### config.mk
export PLATFORM = sky130hd
export DESIGN_NAME = temp_bcd_conv_flat
export DESIGN_NICKNAME = d
export VERILOG_FILES = /design/src/rtl/temp_bcd_conv_pkg.sv /design/src/rtl/temp_bcd_conv_if.sv /design/src/rtl/temp_bcd_conv_add3.sv /design/src/rtl/temp_bcd_conv.sv /design/src/flat_wrapper.sv
export SDC_FILE = /design/constraint.sdc
export NUM_CORES = 1
export LEC_CHECK = 0
export CAP_MARGIN = 20
export CORE_ASPECT_RATIO = 0.6
export CORE_MARGIN = 2
export CORE_UTILIZATION = 40
export DETAILED_ROUTE_END_ITERATION = 7
export GPL_TIMING_DRIVEN = 0
export PLACE_DENSITY = 0.72
export SYNTH_ARGS = -nofsm -noshare
export SYNTH_HDL_FRONTEND = slang
export SYNTH_HIERARCHICAL = 1
export SYNTH_SLANG_ARGS = --single-unit
### constraint.sdc
create_clock -name clk_i -period 1.5 [get_ports clk_i]
set_input_delay 0.45 -clock clk_i [delete_from_list [all_inputs] [get_ports clk_i]]
set_output_delay 0.45 -clock clk_i [all_outputs]
set_load 0.02 [all_outputs]
### src/rtl/temp_bcd_conv_pkg.sv
// Shared widths, BCD digit type and FSM state encoding for the ADT7420-to-BCD converter.
package temp_pkg;

  localparam int TEMP_W       = 13;
  localparam int FRAC_BITS    = 4;
  localparam int INT_BITS     = 9;
  localparam int SHIFT_CYCLES = 9;
  localparam int HUND_BITS    = 7;

  typedef logic [3:0] bcd_t;

  typedef enum logic [1:0] {
    IDLE  = 2'd0,
    LOAD  = 2'd1,
    SHIFT = 2'd2,
    DONE  = 2'd3
  } state_t;

  // Sixteenths to hundredths, truncated: f * 100 / 16 == (f * 25) >> 2.
  function automatic logic [HUND_BITS-1:0] frac_hund(input logic [FRAC_BITS-1:0] f);
    return HUND_BITS'(({5'd0, f} * 9'd25) >> 2);
  endfunction

endpackage

### src/rtl/temp_bcd_conv_if.sv
// Sample-in / BCD-result-out bundle of the temperature converter.
interface temp_bcd_conv_if;
  import temp_pkg::*;

  logic [TEMP_W-1:0] temp_i;
  logic              in_valid_i;
  logic              in_ready_o;
  logic              out_valid_o;
  logic              sign_o;
  bcd_t              hund_o;
  bcd_t              tens_o;
  bcd_t              ones_o;
  bcd_t              frac_tens_o;
  bcd_t              frac_ones_o;

  modport master (
    output temp_i, in_valid_i,
    input  in_ready_o, out_valid_o, sign_o, hund_o, tens_o, ones_o, frac_tens_o, frac_ones_o
  );

  modport slave (
    input  temp_i, in_valid_i,
    output in_ready_o, out_valid_o, sign_o, hund_o, tens_o, ones_o, frac_tens_o, frac_ones_o
  );

endinterface

### src/rtl/temp_bcd_conv_add3.sv
// Double-dabble per-digit correction: digits of 5 or more get 3 added before the shift.
module bcd_add3
  import temp_pkg::*;
(
  input  bcd_t din,
  output bcd_t dout
);

  // Add-3 correction of one BCD digit
  always_comb begin
    if (din >= 4'd5) begin
      dout = din + 4'd3;
    end else begin
      dout = din;
    end
  end

endmodule

### src/rtl/temp_bcd_conv.sv
// ADT7420 13-bit temperature to sign + 3 integer BCD digits + 2 hundredths BCD digits.
// Hundredths conversion is present only when TEMP_BCD_FRAC_EN is defined.
module temp_bcd_conv
  import temp_pkg::*;
(
  input logic            clk_i,
  input logic            rstn_i,
  temp_bcd_conv_if.slave bus
);

  state_t              state_r;
  logic [3:0]          cnt_r;
  logic                in_ready_r;
  logic                out_valid_r;
  logic                sign_r;
  logic                sign_out_r;
  logic [TEMP_W-1:0]   temp_r;
  logic [INT_BITS-1:0] bin_r;
  logic [INT_BITS-1:0] mag_int_s;
  logic [11:0]         bcd_r;
  logic [11:0]         bcd_a_s;
  logic [11:0]         bcd_nxt_s;
  bcd_t                hund_r;
  bcd_t                tens_r;
  bcd_t                ones_r;
  logic                last_iter_s;

  bcd_add3 u_add3_ones (.din(bcd_r[3:0]),  .dout(bcd_a_s[3:0]));
  bcd_add3 u_add3_tens (.din(bcd_r[7:4]),  .dout(bcd_a_s[7:4]));
  bcd_add3 u_add3_hund (.din(bcd_r[11:8]), .dout(bcd_a_s[11:8]));

  assign last_iter_s = (cnt_r == 4'(SHIFT_CYCLES - 1));
  assign bcd_nxt_s   = 12'({bcd_a_s, bin_r[INT_BITS-1]});

`ifdef TEMP_BCD_FRAC_EN
  logic [TEMP_W-1:0]    mag_s;
  logic [HUND_BITS-1:0] fbin_r;
  logic [7:0]           fbcd_r;
  logic [7:0]           fbcd_a_s;
  logic [7:0]           fbcd_nxt_s;
  bcd_t                 ftens_r;
  bcd_t                 fones_r;

  // 0x1000 negates to itself, which reads correctly as unsigned 4096.
  assign mag_s      = temp_r[TEMP_W-1] ? (13'd0 - temp_r) : temp_r;
  assign mag_int_s  = mag_s[TEMP_W-1:FRAC_BITS];
  assign fbcd_nxt_s = 8'({fbcd_a_s, fbin_r[HUND_BITS-1]});

  bcd_add3 u_add3_fones (.din(fbcd_r[3:0]), .dout(fbcd_a_s[3:0]));
  bcd_add3 u_add3_ftens (.din(fbcd_r[7:4]), .dout(fbcd_a_s[7:4]));

  // Hundredths double-dabble: 7 iterations, then held until the result is latched
  always_ff @(posedge clk_i) begin
    if (!rstn_i) begin
      fbin_r  <= 7'd0;
      fbcd_r  <= 8'd0;
      ftens_r <= 4'd0;
      fones_r <= 4'd0;
    end else begin
      case (state_r)
        LOAD: begin
          fbin_r <= frac_hund(mag_s[FRAC_BITS-1:0]);
          fbcd_r <= 8'd0;
        end
        SHIFT: begin
          if (cnt_r < 4'(HUND_BITS)) begin
            fbin_r <= {fbin_r[HUND_BITS-2:0], 1'b0};
            fbcd_r <= fbcd_nxt_s;
          end
          if (last_iter_s) begin
            ftens_r <= fbcd_r[7:4];
            fones_r <= fbcd_r[3:0];
          end
        end
        default: begin
        end
      endcase
    end
  end

  assign bus.frac_tens_o = ftens_r;
  assign bus.frac_ones_o = fones_r;
`else
  assign mag_int_s = INT_BITS'((temp_r[TEMP_W-1] ? (13'd0 - temp_r) : temp_r) >> FRAC_BITS);

  assign bus.frac_tens_o = 4'd0;
  assign bus.frac_ones_o = 4'd0;
`endif

  // Control FSM, integer double-dabble and result registers
  always_ff @(posedge clk_i) begin
    if (!rstn_i) begin
      state_r     <= IDLE;
      cnt_r       <= 4'd0;
      in_ready_r  <= 1'b1;
      out_valid_r <= 1'b0;
      sign_r      <= 1'b0;
      sign_out_r  <= 1'b0;
      temp_r      <= 13'd0;
      bin_r       <= 9'd0;
      bcd_r       <= 12'd0;
      hund_r      <= 4'd0;
      tens_r      <= 4'd0;
      ones_r      <= 4'd0;
    end else begin
      out_valid_r <= 1'b0;
      case (state_r)
        IDLE: begin
          if (bus.in_valid_i) begin
            temp_r     <= bus.temp_i;
            in_ready_r <= 1'b0;
            state_r    <= LOAD;
          end
        end
        LOAD: begin
          bin_r   <= mag_int_s;
          bcd_r   <= 12'd0;
          sign_r  <= temp_r[TEMP_W-1];
          cnt_r   <= 4'd0;
          state_r <= SHIFT;
        end
        SHIFT: begin
          bin_r <= {bin_r[INT_BITS-2:0], 1'b0};
          bcd_r <= bcd_nxt_s;
          if (last_iter_s) begin
            hund_r      <= bcd_nxt_s[11:8];
            tens_r      <= bcd_nxt_s[7:4];
            ones_r      <= bcd_nxt_s[3:0];
            sign_out_r  <= sign_r;
            out_valid_r <= 1'b1;
            cnt_r       <= 4'd0;
            state_r     <= DONE;
          end else begin
            cnt_r <= cnt_r + 4'd1;
          end
        end
        DONE: begin
          in_ready_r <= 1'b1;
          state_r    <= IDLE;
        end
        default: begin
          in_ready_r <= 1'b1;
          state_r    <= IDLE;
        end
      endcase
    end
  end

  assign bus.in_ready_o  = in_ready_r;
  assign bus.out_valid_o = out_valid_r;
  assign bus.sign_o      = sign_out_r;
  assign bus.hund_o      = hund_r;
  assign bus.tens_o      = tens_r;
  assign bus.ones_o      = ones_r;

endmodule

### src/flat_wrapper.sv
// flat-port wrapper written by rule: the top's interface ports become plain ports
module temp_bcd_conv_flat import temp_pkg::*;
  (clk_i, rstn_i, bus_temp_i, bus_in_valid_i, bus_in_ready_o, bus_out_valid_o, bus_sign_o, bus_hund_o, bus_tens_o, bus_ones_o, bus_frac_tens_o, bus_frac_ones_o);
  temp_bcd_conv_if bus_i ();
  input logic clk_i;
  input logic rstn_i;
  input wire logic [$bits(bus_i.temp_i)-1:0] bus_temp_i;
  input wire logic [$bits(bus_i.in_valid_i)-1:0] bus_in_valid_i;
  output wire logic [$bits(bus_i.in_ready_o)-1:0] bus_in_ready_o;
  output wire logic [$bits(bus_i.out_valid_o)-1:0] bus_out_valid_o;
  output wire logic [$bits(bus_i.sign_o)-1:0] bus_sign_o;
  output wire logic [$bits(bus_i.hund_o)-1:0] bus_hund_o;
  output wire logic [$bits(bus_i.tens_o)-1:0] bus_tens_o;
  output wire logic [$bits(bus_i.ones_o)-1:0] bus_ones_o;
  output wire logic [$bits(bus_i.frac_tens_o)-1:0] bus_frac_tens_o;
  output wire logic [$bits(bus_i.frac_ones_o)-1:0] bus_frac_ones_o;
  assign bus_i.temp_i = bus_temp_i;
  assign bus_i.in_valid_i = bus_in_valid_i;
  assign bus_in_ready_o = bus_i.in_ready_o;
  assign bus_out_valid_o = bus_i.out_valid_o;
  assign bus_sign_o = bus_i.sign_o;
  assign bus_hund_o = bus_i.hund_o;
  assign bus_tens_o = bus_i.tens_o;
  assign bus_ones_o = bus_i.ones_o;
  assign bus_frac_tens_o = bus_i.frac_tens_o;
  assign bus_frac_ones_o = bus_i.frac_ones_o;
  temp_bcd_conv u_core (.clk_i(clk_i), .rstn_i(rstn_i), .bus(bus_i));
endmodule
Word-level counts from Yosys, hierarchy flattened
Cells that the tools add are included.
{"block": "op_classes", "n_addsub": 5, "n_mul": 0, "div_mod_pow": 0, "n_lt_le_gt_ge": 3, "eq_ne": 6, "shift": 0, "n_mux": 14, "n_bitwise": 0, "reduce_logical": 8}
{"op": "$pmux W12 S2", "n": 1}
{"op": "$pmux W9 S2", "n": 1}
{"op": "$mux W13", "n": 1}
{"op": "$sub A1 B13 Y13 const A", "n": 1}
{"op": "$ge A4 B3 Y1 const B", "n": 3}
{"op": "$mux W4", "n": 3}
{"op": "$reduce_and A2 Y1", "n": 5}
{"op": "$add A4 B2 Y4 const B", "n": 2}
{"op": "$pmux W2 S4", "n": 1}
{"op": "$pmux W4 S2", "n": 1}
{"op": "$add A4 B1 Y4 const B", "n": 1}
{"op": "$eq A2 B2 Y1 const B", "n": 2}
{"op": "$eq A4 B4 Y1 const B", "n": 1}
{"op": "$mux W2", "n": 2}
{"op": "$reduce_bool A2 Y1", "n": 2}
{"op": "$add A3 B2 Y3 const B", "n": 1}
{"op": "$mux W3", "n": 1}
{"op": "$eq A2 B1 Y1 const B", "n": 1}
{"op": "$logic_not A2 Y1", "n": 1}
{"op": "$mux W1", "n": 2}
{"op": "$ne A2 B1 Y1 const B", "n": 1}
{"op": "$ne A2 B2 Y1 const B", "n": 1}
{"op": "$pmux W1 S2", "n": 1}
{"block": "totals", "register_bits": 56, "latch_bits": 0, "ramBits": 0, "mem_bits_ro": 0, "input_bits": 16, "word_cells": 48, "memories": 0}

Longest topological paths before layout
{"block": "depth", "word_depth": 3, "depth_mapped": 8, "depth_no_buf": 7}

Modules after synthesis
Netlist, hierarchy kept.
{"module": "temp_bcd_conv", "n_inst": 1, "cells_each": 307, "area_each_um2": 2585.0}
{"module": "bcd_add3", "n_inst": 3, "cells_each": 16, "area_each_um2": 101.3}

Least setup slack after synthesis
Ideal clock, no wire load.
{"block": "synth_path", "path_kind": "register to register", "from": "register u_core.state_r[0]", "to": "register u_core.bin_r[5]", "setup_time_ns": 0.122, "arrival_time_ns": 1.569, "required_time_ns": 1.378, "setup_slack_ns": -0.191, "stages_incl_launch_ff": 8, "path_buffers": 2, "synth_period_minus_slack_ns": 1.691, "cell_sequence": "dfxtp_1 inv_1 ha_1 clkbuf_1 clkbuf_1 o311ai_0 o211ai_1 o21ai_1"}
{"block": "synth_between", "elab_chain_len": 2, "elab_cells_between_ends": 4}
{"element": "from (decl)", "line": "temp_bcd_conv.sv:11", "rtl": "state_t state_r;"}
{"element": "from (signal assigned)", "line": "temp_bcd_conv.sv:93", "rtl": "state_r <= IDLE;"}
{"element": "from (signal assigned)", "line": "temp_bcd_conv.sv:112", "rtl": "state_r <= LOAD;"}
{"element": "from (signal assigned)", "line": "temp_bcd_conv.sv:120", "rtl": "state_r <= SHIFT;"}
{"element": "$eq A2 B2 Y1 / $eq A2 B1 Y1 (equally long branches)", "line": "temp_bcd_conv.sv:107", "rtl": "case (state_r)"}
{"element": "$pmux W9 S2 / $reduce_bool A2 Y1 (equally long branches)"}
{"element": "to (signal assigned)", "line": "temp_bcd_conv.sv:116", "rtl": "bin_r <= mag_int_s;"}
{"element": "to (signal assigned)", "line": "temp_bcd_conv.sv:123", "rtl": "bin_r <= {bin_r[INT_BITS-2:0], 1'b0};"}
{"element": "to (decl)", "line": "temp_bcd_conv.sv:18", "rtl": "logic [INT_BITS-1:0] bin_r;"}
Parallel ways exist; a longest one is shown, timed or not.
A chain may end at the register's enable or synchronous reset.

Final worst setup path
{"block": "layout_path", "from": "register u_core.temp_r[5]", "to": "register u_core.bin_r[5]"}
{"block": "layout_between", "elab_chain_len": 3}
{"element": "from (decl)", "line": "temp_bcd_conv.sv:17", "rtl": "logic [TEMP_W-1:0] temp_r;"}
{"element": "from (signal assigned)", "line": "temp_bcd_conv.sv:110", "rtl": "temp_r <= bus.temp_i;"}
{"element": "$sub A1 B13 Y13", "line": "temp_bcd_conv.sv:84", "rtl": "assign mag_int_s = INT_BITS'((temp_r[TEMP_W-1] ? (13'd0 - temp_r) : temp_r) >> FRAC_BITS);"}
{"element": "$mux W13", "line": "temp_bcd_conv.sv:84"}
{"element": "$pmux W9 S2", "line": "temp_bcd_conv.sv:107"}
No other way between the ends.

==> impl_metrics.csv <==
group,metric,value,unit
grt,grtUsageTotal,0.1837,
grt,grt_pass1_vias,2336,
worst_setup_path,timing.rr.end,"u_core/bin_r[5]$_SDFFE_PN0P_",
detailed_routing,drtAntennaViolNets,0,
outcome,outcome,"finished, violations left",
detailed_routing,drt-total-wl,7.240,mm
cts,clockBufferDepth,2,
synthesis,yosys_warnings,6,
detailed_routing,drt_iter0_markers,154,
sta,rsz0062_at_grt,"true",
cells_and_area,nets,431,
sta,fin_crit,1656,ps
sta,finalSetupViolCount,8,
cells_and_area,final_area,3875,um^2
grt,grt_start_max_net_pins,17,
worst_setup_path,crit_chain,"or4_4 -> o311ai_4 -> o41a_1 -> o21ai_1",
worst_setup_path,r2r.worst_path.cells,4,
sta,setup_ws,-156.0,ps
cells_and_area,layout-drive-gt1-share,0.2327,
detailed_routing,viasPerCell,5.181,
die,dieArea,7888,um^2
cts,cts_sinks,56,
worst_setup_path,cp-end-kind,"flip-flop",
worst_setup_path,cp-endpoint,"u_core/bin_r[5]$_SDFFE_PN0P_",
die,pin_count,39,
worst_setup_path,critical_path_class,"flip-flop to flip-flop",
placed_design,port_buffers,29,
pwr,ir_drop,0.0006305,V
grt,overflow,0,
sta,worst_pin_slew,504.2,ps
placed_design,placed_area,3306,um^2
cells_and_area,area_growth,35.06,%
placed_design,gp_congestion,0.8708,
synthesis,syn_area_per_cell,8.174,um^2
placed_design,dp_hpwl,4.791,mm
worst_setup_path,critPathTopFamily,"simple AND/OR/NAND/NOR gates",
min_path,hp-class,"flip-flop to flip-flop",
cells_and_area,fillers,583,
sta,finalHoldViolations,0,
placed_design,dp_slack,-476.7,ps
worst_setup_path,crit_path_top_delay_cell,"or4_4",
cts,cts-root-buf,"clkbuf_16",
cts,clock_latency,300,ps
die,chipHeight,69.60,um
pwr,p_leak,0.001465,uW
worst_setup_path,start_kind,"flip-flop",
cts,cts-hold-fix-buffers,0,
worst_setup_path,crit_buf_inv,0,
die,start_util,0.4207,
detailed_routing,vias,2544,
worst_setup_path,cp_slowest_stage_delay,600,ps
sta,max_freq,603.9,MHz
pwr,power_per_cell_area,1414,nW/um^2
sta,report.final.slew_viol_count,0,
cts,cts_tree,"done",
sta,holdWs,451.1,ps
worst_setup_path,r2r_setup_slack,-160,ps
detailed_routing,routedWlPerCell,14.75,um
die,dieWidth,113.3,um
worst_setup_path,reg2reg_from,"u_core/temp_r[5]$_SDFFE_PN0P_",
die,rows,23,
worst_setup_path,path_max_fanout,6,
synthesis,synth_cells,351,
worst_setup_path,cp.depth,4,
sta,min_period_over_period,1.104,
die,core_area,6820,um^2
worst_setup_path,cp.required,1690,ps
detailed_routing,dr.pass1.iters,5,
sta,relSlewSlack,0.6639,
outcome,violations,"setup timing",
grt,grt_pass1_wl,11.48,mm
cts,h-tree-depth,2,
cts,numCtsBuffers,5,
cts,clk_pin_slew,70,ps
synthesis,netlist_area,2869,um^2
grt,antenna_found_initial,0,
sta,skew,10.65,ps
cells_and_area,antenna_cells,0,
worst_setup_path,arrival,1850,ps
worst_setup_path,crit_start,"u_core/temp_r[5]$_SDFFE_PN0P_",
job,drv_cap,0,
detailed_routing,drc,0,
-- tightest hold or removal path: stages, from the launching register on --
cell and delay (ps):
dfxtp_1 310, nand2_1 50, a21boi_1 50
-- registers in the layout, indices dropped and copies added, names as in the netlist, 2 cells and up --
| name | flops |
|---|---|
| u_core/bin_r | 9 |
| u_core/bcd_r | 12 |
| u_core/temp_r | 13 |
| u_core/state_r | 2 |
| u_core/cnt_r | 4 |
| u_core/bus.hund_o | 4 |
| u_core/bus.ones_o | 4 |
| u_core/bus.tens_o | 4 |
-- routing by layer --
metal | GRT usage | vias up | wire (um)
li1 | - | 1253 | -
met1 | 0.2634 | 1197 | 3564
met2 | 0.2721 | 84 | 3187
met3 | 0.03759 | 10 | 392
met4 | 0.06504 | 0 | 96
met5 | 0 | - | 0
-- where the power goes --
part | internal [uW] | leakage (uW) | total [uW] | switching, uW
sequential | 1670 | 0.000460 | 1840 | 167
clock | 787 | 0.0000808 | 1340 | 550
combinational | 1020 | 0.000924 | 2300 | 1280
total | 3480 | 0.00146 | 5480 | 2000
-- repair_timing --
action / CTS / global route
setup endpoints to repair: 64 / 51
buffers inserted: 6 / 4
gates cloned: 1 / 0
pin swaps: 15 / 12
resized for setup: 85 / 39
-- area by class of cell --
type	count	area [um^2]	area share
Inverter	18	72.57	0.01873
Buffer	26	226.5	0.05844
Sequential cell	56	1142	0.2948
Timing Repair Buffer	40	364.1	0.09396
Clock buffer	6	128.9	0.03326
Tap cell	87	108.9	0.02809
Clock inverter	2	35.03	0.009041
Multi-Input combinational cell	256	1797	0.4637
-- metrics by stage --
step           std cells  power [uW]  utilization  setup TNS [ps]
6_report             491        5479       0.5682          -660.3
5_1_grt              491        5754       0.5682           -1328
4_1_cts              487        5311       0.5458          -872.7
3_5_place_dp         474        3573       0.4847          -14530
3_3_place_gp         474        3521       0.4847          -12890
2_1_floorplan        358        3080            -          -49.19
-- placed cells by master (no fill, tap or decap), types with 3 or more instances in the layout --
cell type,count
clkbuf_8,5
dfxtp_1,45
a21boi_0,23
a21oi_4,3
dfxtp_4,3
mux2i_1,3
nand2b_4,3
inv_2,6
buf_4,17
nor2_1,7
clkbuf_1,7
nor2b_1,5
nand3_1,19
o21ai_0,14
ha_4,7
a21boi_1,15
o21ai_1,7
nand2_1,73
xor2_1,6
nand2b_1,14
conb_1,8
dfxtp_2,8
inv_1,10
ha_1,4
nand2_2,4
a21oi_1,3
xnor2_1,4
clkbuf_16,6
dlygate4sd2_1,15
clkdlybuf4s50_1,14
clkbuf_2,3
-- worst min path at each step --
stage,start,end,slack (ps),depth (start not counted)
after floorplan,u_core/sign_r$_SDFFE_PN0N_,u_core/bus.sign_o$_SDFFE_PN0P_,440,2
after global placement,u_core/bus.hund_o[0]$_SDFFE_PN0P_,u_core/bus.hund_o[0]$_SDFFE_PN0P_,460,2
after detailed placement,u_core/temp_r[2]$_SDFFE_PN0P_,u_core/temp_r[2]$_SDFFE_PN0P_,460,2
after CTS,u_core/bus.ones_o[0]$_SDFFE_PN0P_,u_core/bus.ones_o[0]$_SDFFE_PN0P_,460,2
after global routing,u_core/bus.tens_o[3]$_SDFFE_PN0P_,u_core/bus.tens_o[3]$_SDFFE_PN0P_,480,2
final,u_core/bus.ones_o[0]$_SDFFE_PN0P_,u_core/bus.ones_o[0]$_SDFFE_PN0P_,450,2
Power figures use the tool's default switching activity.
